<file path="config.mk">
export PLATFORM = sky130hd
export DESIGN_NAME = load_counter
export DESIGN_NICKNAME = d
export VERILOG_FILES = /design/src/rtl/load_counter_pkg.sv /design/src/rtl/counter_next.sv /design/src/rtl/load_counter.sv
export SDC_FILE = /design/constraint.sdc
export NUM_CORES = 1
export LEC_CHECK = 0
export CAP_MARGIN = 20
export CORE_MARGIN = 1.5
export CORE_UTILIZATION = 45
export DETAILED_ROUTE_END_ITERATION = 16
export DONT_BUFFER_PORTS = 1
export SLEW_MARGIN = 10
export SYNTH_ARGS = -nofsm -noshare
export SYNTH_HDL_FRONTEND = slang
export SYNTH_SLANG_ARGS = --single-unit
</file>
<file path="constraint.sdc">
create_clock -name clk -period 2.1 [get_ports clk]
set_clock_uncertainty 0.15 [all_clocks]
set_input_delay 0.315 -clock clk [delete_from_list [all_inputs] [get_ports clk]]
set_output_delay 0.315 -clock clk [all_outputs]
set_load 0.02 [all_outputs]
</file>
<file path="src/rtl/load_counter_pkg.sv">
// Shared encodings for the load counter: boundary mode and count direction.
package load_counter_pkg;

   typedef enum logic {
      MODE_WRAP = 1'b0,
      MODE_SAT  = 1'b1
   } mode_e;

   typedef enum logic {
      DIR_DOWN = 1'b0,
      DIR_UP   = 1'b1
   } dir_e;

endpackage

</file>
<file path="src/rtl/counter_next.sv">
// Combinational next-count and boundary detection for one enabled step.
module counter_next
   import load_counter_pkg::*;
#(
   parameter int WIDTH = 4
) (
   input  logic [WIDTH-1:0] count,
   input  logic [WIDTH-1:0] max,
   input  logic             up,
   input  logic             mode,
   output logic [WIDTH-1:0] next,
   output logic             boundary
);

   always_comb begin
      next     = count;
      boundary = 1'b0;
      if (up == DIR_UP) begin
         // >= so a count stranded above a lowered max still hits the boundary
         if (count >= max) begin
            boundary = 1'b1;
            next     = (mode == MODE_SAT) ? max : '0;
         end else begin
            next = count + 1'b1;
         end
      end else begin
         if (count == '0) begin
            boundary = 1'b1;
            next     = (mode == MODE_SAT) ? '0 : max;
         end else begin
            next = count - 1'b1;
         end
      end
   end

endmodule

</file>
<file path="src/rtl/load_counter.sv">
// Up/down counter with programmable limit, wrap/saturate modes, terminal-count
// pulse and sticky boundary flag; load has priority over counting.
module load_counter
   import load_counter_pkg::*;
#(
   parameter int WIDTH     = 4,
   parameter int RESET_VAL = 0
) (
   input  logic             clk,
   input  logic             reset,
   input  logic             load_i,
   input  logic [WIDTH-1:0] load_val_i,
   input  logic             en_i,
   input  logic             up_i,
   input  logic             mode_i,
   input  logic [WIDTH-1:0] max_i,
   output logic [WIDTH-1:0] count_o,
   output logic             tc_o,
   output logic             ovf_o
);

   logic [WIDTH-1:0] step_val;
   logic             step_bnd;
   logic [WIDTH-1:0] load_clamped;

   counter_next #(.WIDTH(WIDTH)) u_next (
      .count    (count_o),
      .max      (max_i),
      .up       (up_i),
      .mode     (mode_i),
      .next     (step_val),
      .boundary (step_bnd)
   );

   assign load_clamped = (load_val_i > max_i) ? max_i : load_val_i;

   always_ff @(posedge clk or posedge reset) begin
      if (reset) begin
         count_o <= WIDTH'(RESET_VAL);
         tc_o    <= 1'b0;
         ovf_o   <= 1'b0;
      end else if (load_i) begin
         count_o <= load_clamped;
         tc_o    <= 1'b0;
         ovf_o   <= 1'b0;
      end else if (en_i) begin
         count_o <= step_val;
         tc_o    <= step_bnd;
         ovf_o   <= ovf_o | step_bnd;
      end else begin
         tc_o    <= 1'b0;
      end
   end

endmodule

</file>
[Yosys cells after proc, flatten, opt, wreduce, memory -nomap -nowiden]
Index checks and enable logic that the tools add are counted.
W data, S select, Z words.
Word-level totals
  input bits: 14
  register bits: 6
  output and inout port bits: 6
  word-level logic and storage cells: 25
Cells by class
  reductions and logical operators: 2
  bitwise gates (word level): 1
  magnitude comparators: 2
  muxes and demuxes: 15
  add/subtract/negate cells: 2
Operator list (count)
  $mux W4: 8
  $mux W1: 7
  $add A4 B1 Y4 const B: 1
  $ge A4 B4 Y1: 1
  $gt A4 B4 Y1: 1
  $logic_not A4 Y1: 1
  $sub A4 B1 Y4 const B: 1
  $reduce_bool A2 Y1: 1
  $or A1 B1 Y1: 1

[Longest topological paths before layout]
  depth after elaboration: 6
  mapped depth: 7
  depth with buffers taken out: 7

[Hierarchy]
From an unflattened synthesis, not the netlist that was laid out.
Second synthesis, totals
  cells, all modules: 106
  area total of the unflattened synthesis: 874.6 µm²
Modules (own cells, without submodules)
  load_counter: area each 501.7 µm², instances 1, cells an instance 55, sequential area each 150.1 µm²
  counter_next: area each 372.9 µm², instances 1, cells an instance 51, sequential area each 0.0 µm²

[Worst setup path before layout]
No wires, ideal clock.
  path type: register to register
  start point: reg count_o[0]
  end point: reg count_o[3]
  path buffers: 0
  data arrival time: 1918 ps
  period minus slack after synthesis: 2195 ps
  data required time: 1824 ps
  stages on the path, launching flop included: 8
  setup time: 126 ps
  path slack: -95 ps
  cell sequence: dfrtp_1 -> inv_1 -> ha_1 -> nor2b_2 -> o21ai_2 -> a21o_1 -> a311o_1 -> a221o_1
On the way
  cells in the longest elaborated chain, start to end: 5
  elaborated cells between the ends (all ways): 9
  those cells by class: 2 x add/sub; 1 x order compare; 5 x mux; 1 x reduce/logical
RTL lines
  start: declaration: RTL line load_counter.sv:17  | output logic [WIDTH-1:0] count_o,
  start signal: assignment: RTL line load_counter.sv:39  | count_o <= WIDTH'(RESET_VAL);
  start signal: assignment: RTL line load_counter.sv:43  | count_o <= load_clamped;
  start signal: assignment: RTL line load_counter.sv:47  | count_o <= step_val;
  $sub A4 B1 Y4, or another cell as far along: RTL line counter_next.sv:31  | next = count - 1'b1;
  $mux W4, on equally long branches: RTL line counter_next.sv:27, counter_next.sv:20
  $mux W4 (*): RTL line counter_next.sv:18  | if (up == DIR_UP) begin
  $mux W4 (*): RTL line load_counter.sv:46  | end else if (en_i) begin
  $mux W4 (*): RTL line load_counter.sv:42  | end else if (load_i) begin
Mark *: on every way between the ends. The rest lies on a longest branch, timed or not. The select of a mux whose other input is x is not followed.
A chain may end at the register's enable or synchronous reset.

[Final worst setup path]
Same ends and word-level chain as after synthesis.

==> results.md <==
* Vias at 736
* Mapped Area at approximately 750 µm²
* Clock Tree Root: clkbuf_4
* CP Launch Type: register
* Routed WL at 1890 µm
* Initial core utilization at 48.9%
* RSZ-0062 raised after global routing: false
* Placer Congestion at 0.959
* FF-to-FF path depth at 7
* Final Total Pwr at 0.590 mW
* Total CTS buffers at 3
* Clock Path Buffers at 2
* Largest net degree at the start of global routing at 12
* Vias in the first global route at 687
* Leak at about 0.42 nW
* Top cell type's share of synthesized area at 19.9%
* Maximum vdd drop at 470 µV
* YS warnings at 0
* CP required at 2.08 ns
* Final Max Tran Viols at 0
* Synth top cells by count: 11 x inv_1, 10 x ha_1, 7 x a21oi_1
* PD cells at between 600 and 700 nW/µm²
* Post-detail-place hpwl at 1550 µm
* Final net count at 125
* Worst Hold Class: in -> reg
* FFs w/ async S/R, synth at 100%
* Fillcell total at 140
* Max transition margin at 72.3%
* Post-DR wirelength/cell at approximately 16 µm
* Pre-CTS worst setup slack at roughly 0.071 ns
* Total grt overflow at 0
* Die height at about 44 µm
* Area growth syn-to-layout at 16.6%
* Outcome: finished clean
* Post-route setup TNS at 0 ns
* Multi-input gate area at 569 µm²
* Ports at 20
* CTS clk-pin slew, worst paths at around 0.050 ns
* Die width at 43.9 µm
* Global-route wire length before repair at 3080 µm
* Count of different cell masters after synthesis at 38
* Ys flop type: dfrtp_1
* Gr usage total at ~22%
* Die area at roughly 1900 µm²
* Post-synth EDFFs at 0
* Crit share post-route at just under 100%
* Drt via density at roughly 6.4
* Hold Crit Start: load_i
* Peak Freq at 493 MHz
* Seq/Total Area, Yosys at 19.9%
* 1st-pass router iterations at 4
* Crit path max fanout at 5
* # rows at 14
* Port Buffers at 0
* Critical path type: reg -> reg
* Fin crit period at 2.03 ns
* Count leader, synth: inv_1
* CTS tree: done
* Yosys top cell by area: dfrtp_1
* Routed Antenna Nets at 0
* Area taken by flip-flops and latches at 153 µm²
* Final setup fails at 0
* Area contributors post-synth: dfrtp_1 20%, ha_1 17%, inv_1 5.5%, a21oi_1 4.7%, mux2i_1 4.0%
* Tightest Pin Transition at 0.415 ns
* Post-route core utilization at between 50 and 60%
* DR iter-0 viols at 26
* Reg2Reg Capture Point: count_o[3]
* DRC viols at 0
* #FFs+latches synth at 6
* CP arrival at 2.00 ns
* Hold endpoint: count_o[2]
* Mapped Cells at 89
* Post-Syn Nets at 113
* Worst-Skew Late Latency at approximately 0.24 ns
* # diodes at 0
* Syn Area/Cell at 8.46 µm²
* Setup ws final at 0.0728 ns
* Final Hold Vio Count at 0
* Setup crit end kind: register
* R2r startpoint: count_o[0]
* Hold Path Depth at 1
* Max-cap violations at 0
* Layout cells sized above 1 at 23.2%
* Clock sinks at 6
* R2r setup slk at 0.07 ns
* Initial antenna violation count at 0
* Core area at 1540 µm²
* H-tree depth at 1
[stage by stage]
| stage | area, µm² | hold WS [ns] | cells |
|---|---|---|---|
| finish | 878 | 0.0127 | 115 |
| global route | 878 | 0.00515 | 115 |
| CTS | 861 | 0.00626 | 114 |
| detailed placement | 818 | -0.0205 | 109 |
| global placement | 818 | -0.0184 | 109 |
| floorplan | 768 | -0.0442 | 89 |
[worst max path at each step]
stage	slack [ns]	depth (start not counted)	end	from
finish	0.07	7	count_o[3]	count_o[0]
global placement	0.08	7	count_o[0]	max_i[3]
CTS	0.07	7	count_o[3]	count_o[0]
detailed placement	0.07	7	count_o[3]	count_o[0]
floorplan	0.02	7	count_o[3]	count_o[0]
global route	0.00003	7	count_o[0]	count_o[1]
[cells by family after synthesis]
logic type,after synthesis,share of synthesized area [%]
AO/OA/AOI/OAI,33,32.9
AND/OR/NAND/NOR,21,15.3
buffers and inverters,13,7.47
adder cells (fa/ha/maj),10,16.6
flip-flops,6,19.9
multiplexers,4,5.48
XOR/XNOR,2,2.33
[registers in the layout (all words and copies together), names as in the netlist]
name / cells
count_o: 4
ovf_o: 1
tc_o: 1
[cell usage in the layout (no fill, tap or decap), types with 2 or more instances in the layout]
master,instances
inv_1,10
ha_1,9
a21oi_1,7
buf_4,7
nor2_1,5
a211oi_1,4
nand2_1,4
dfrtp_1,4
mux2i_1,3
clkbuf_4,3
o21ai_1,2
nand2b_1,2
a21o_1,2
nor3_1,2
a31oi_1,2
a211o_1,2
dfrtp_2,2
dlygate4sd3_1,2
[worst max-delay path: stages (launching register included)]
cell	delay, ns
dfrtp_2	0.39
inv_2	0.07
ha_1	0.23
nor2b_2	0.13
o21ai_2	0.09
a21o_1	0.20
a311o_1	0.35
a221o_1	0.29
[where the power goes]
part / leakage, nW / internal (mW) / switching, mW
combinational: 0.331 / 0.149 / 0.180
sequential: 0.0721 / 0.135 / 0.0203
clock: 0.0138 / 0.0646 / 0.0416
total: 0.417 / 0.349 / 0.241
[routing by layer]
metal  up-vias  global-route usage [%]  wire [µm]  share of wire (%)
met3         4                    8.75        214                 11
met5         -                       0          0                  0
met2        45                    32.9        862                 46
met4         0                    7.27         38                2.0
met1       332                    28.2        779                 41
li1        355                       -          -                  -
[final cells by class]
type                       count  area share [%]
clock buffer                   3            2.56
inverter                      11            4.70
multi-input combinational     70            64.8
sequential                     6            17.4
tap                           16            2.28
timing repair buffer           9            8.26
[repair_timing]
item,in CTS,in global routing
setup endpoints to repair,0,3
setup buffers,0,1
resized for setup,0,3
hold endpoints to repair,7,0
hold buffers,2,0
Power figures use the tool's default switching activity.
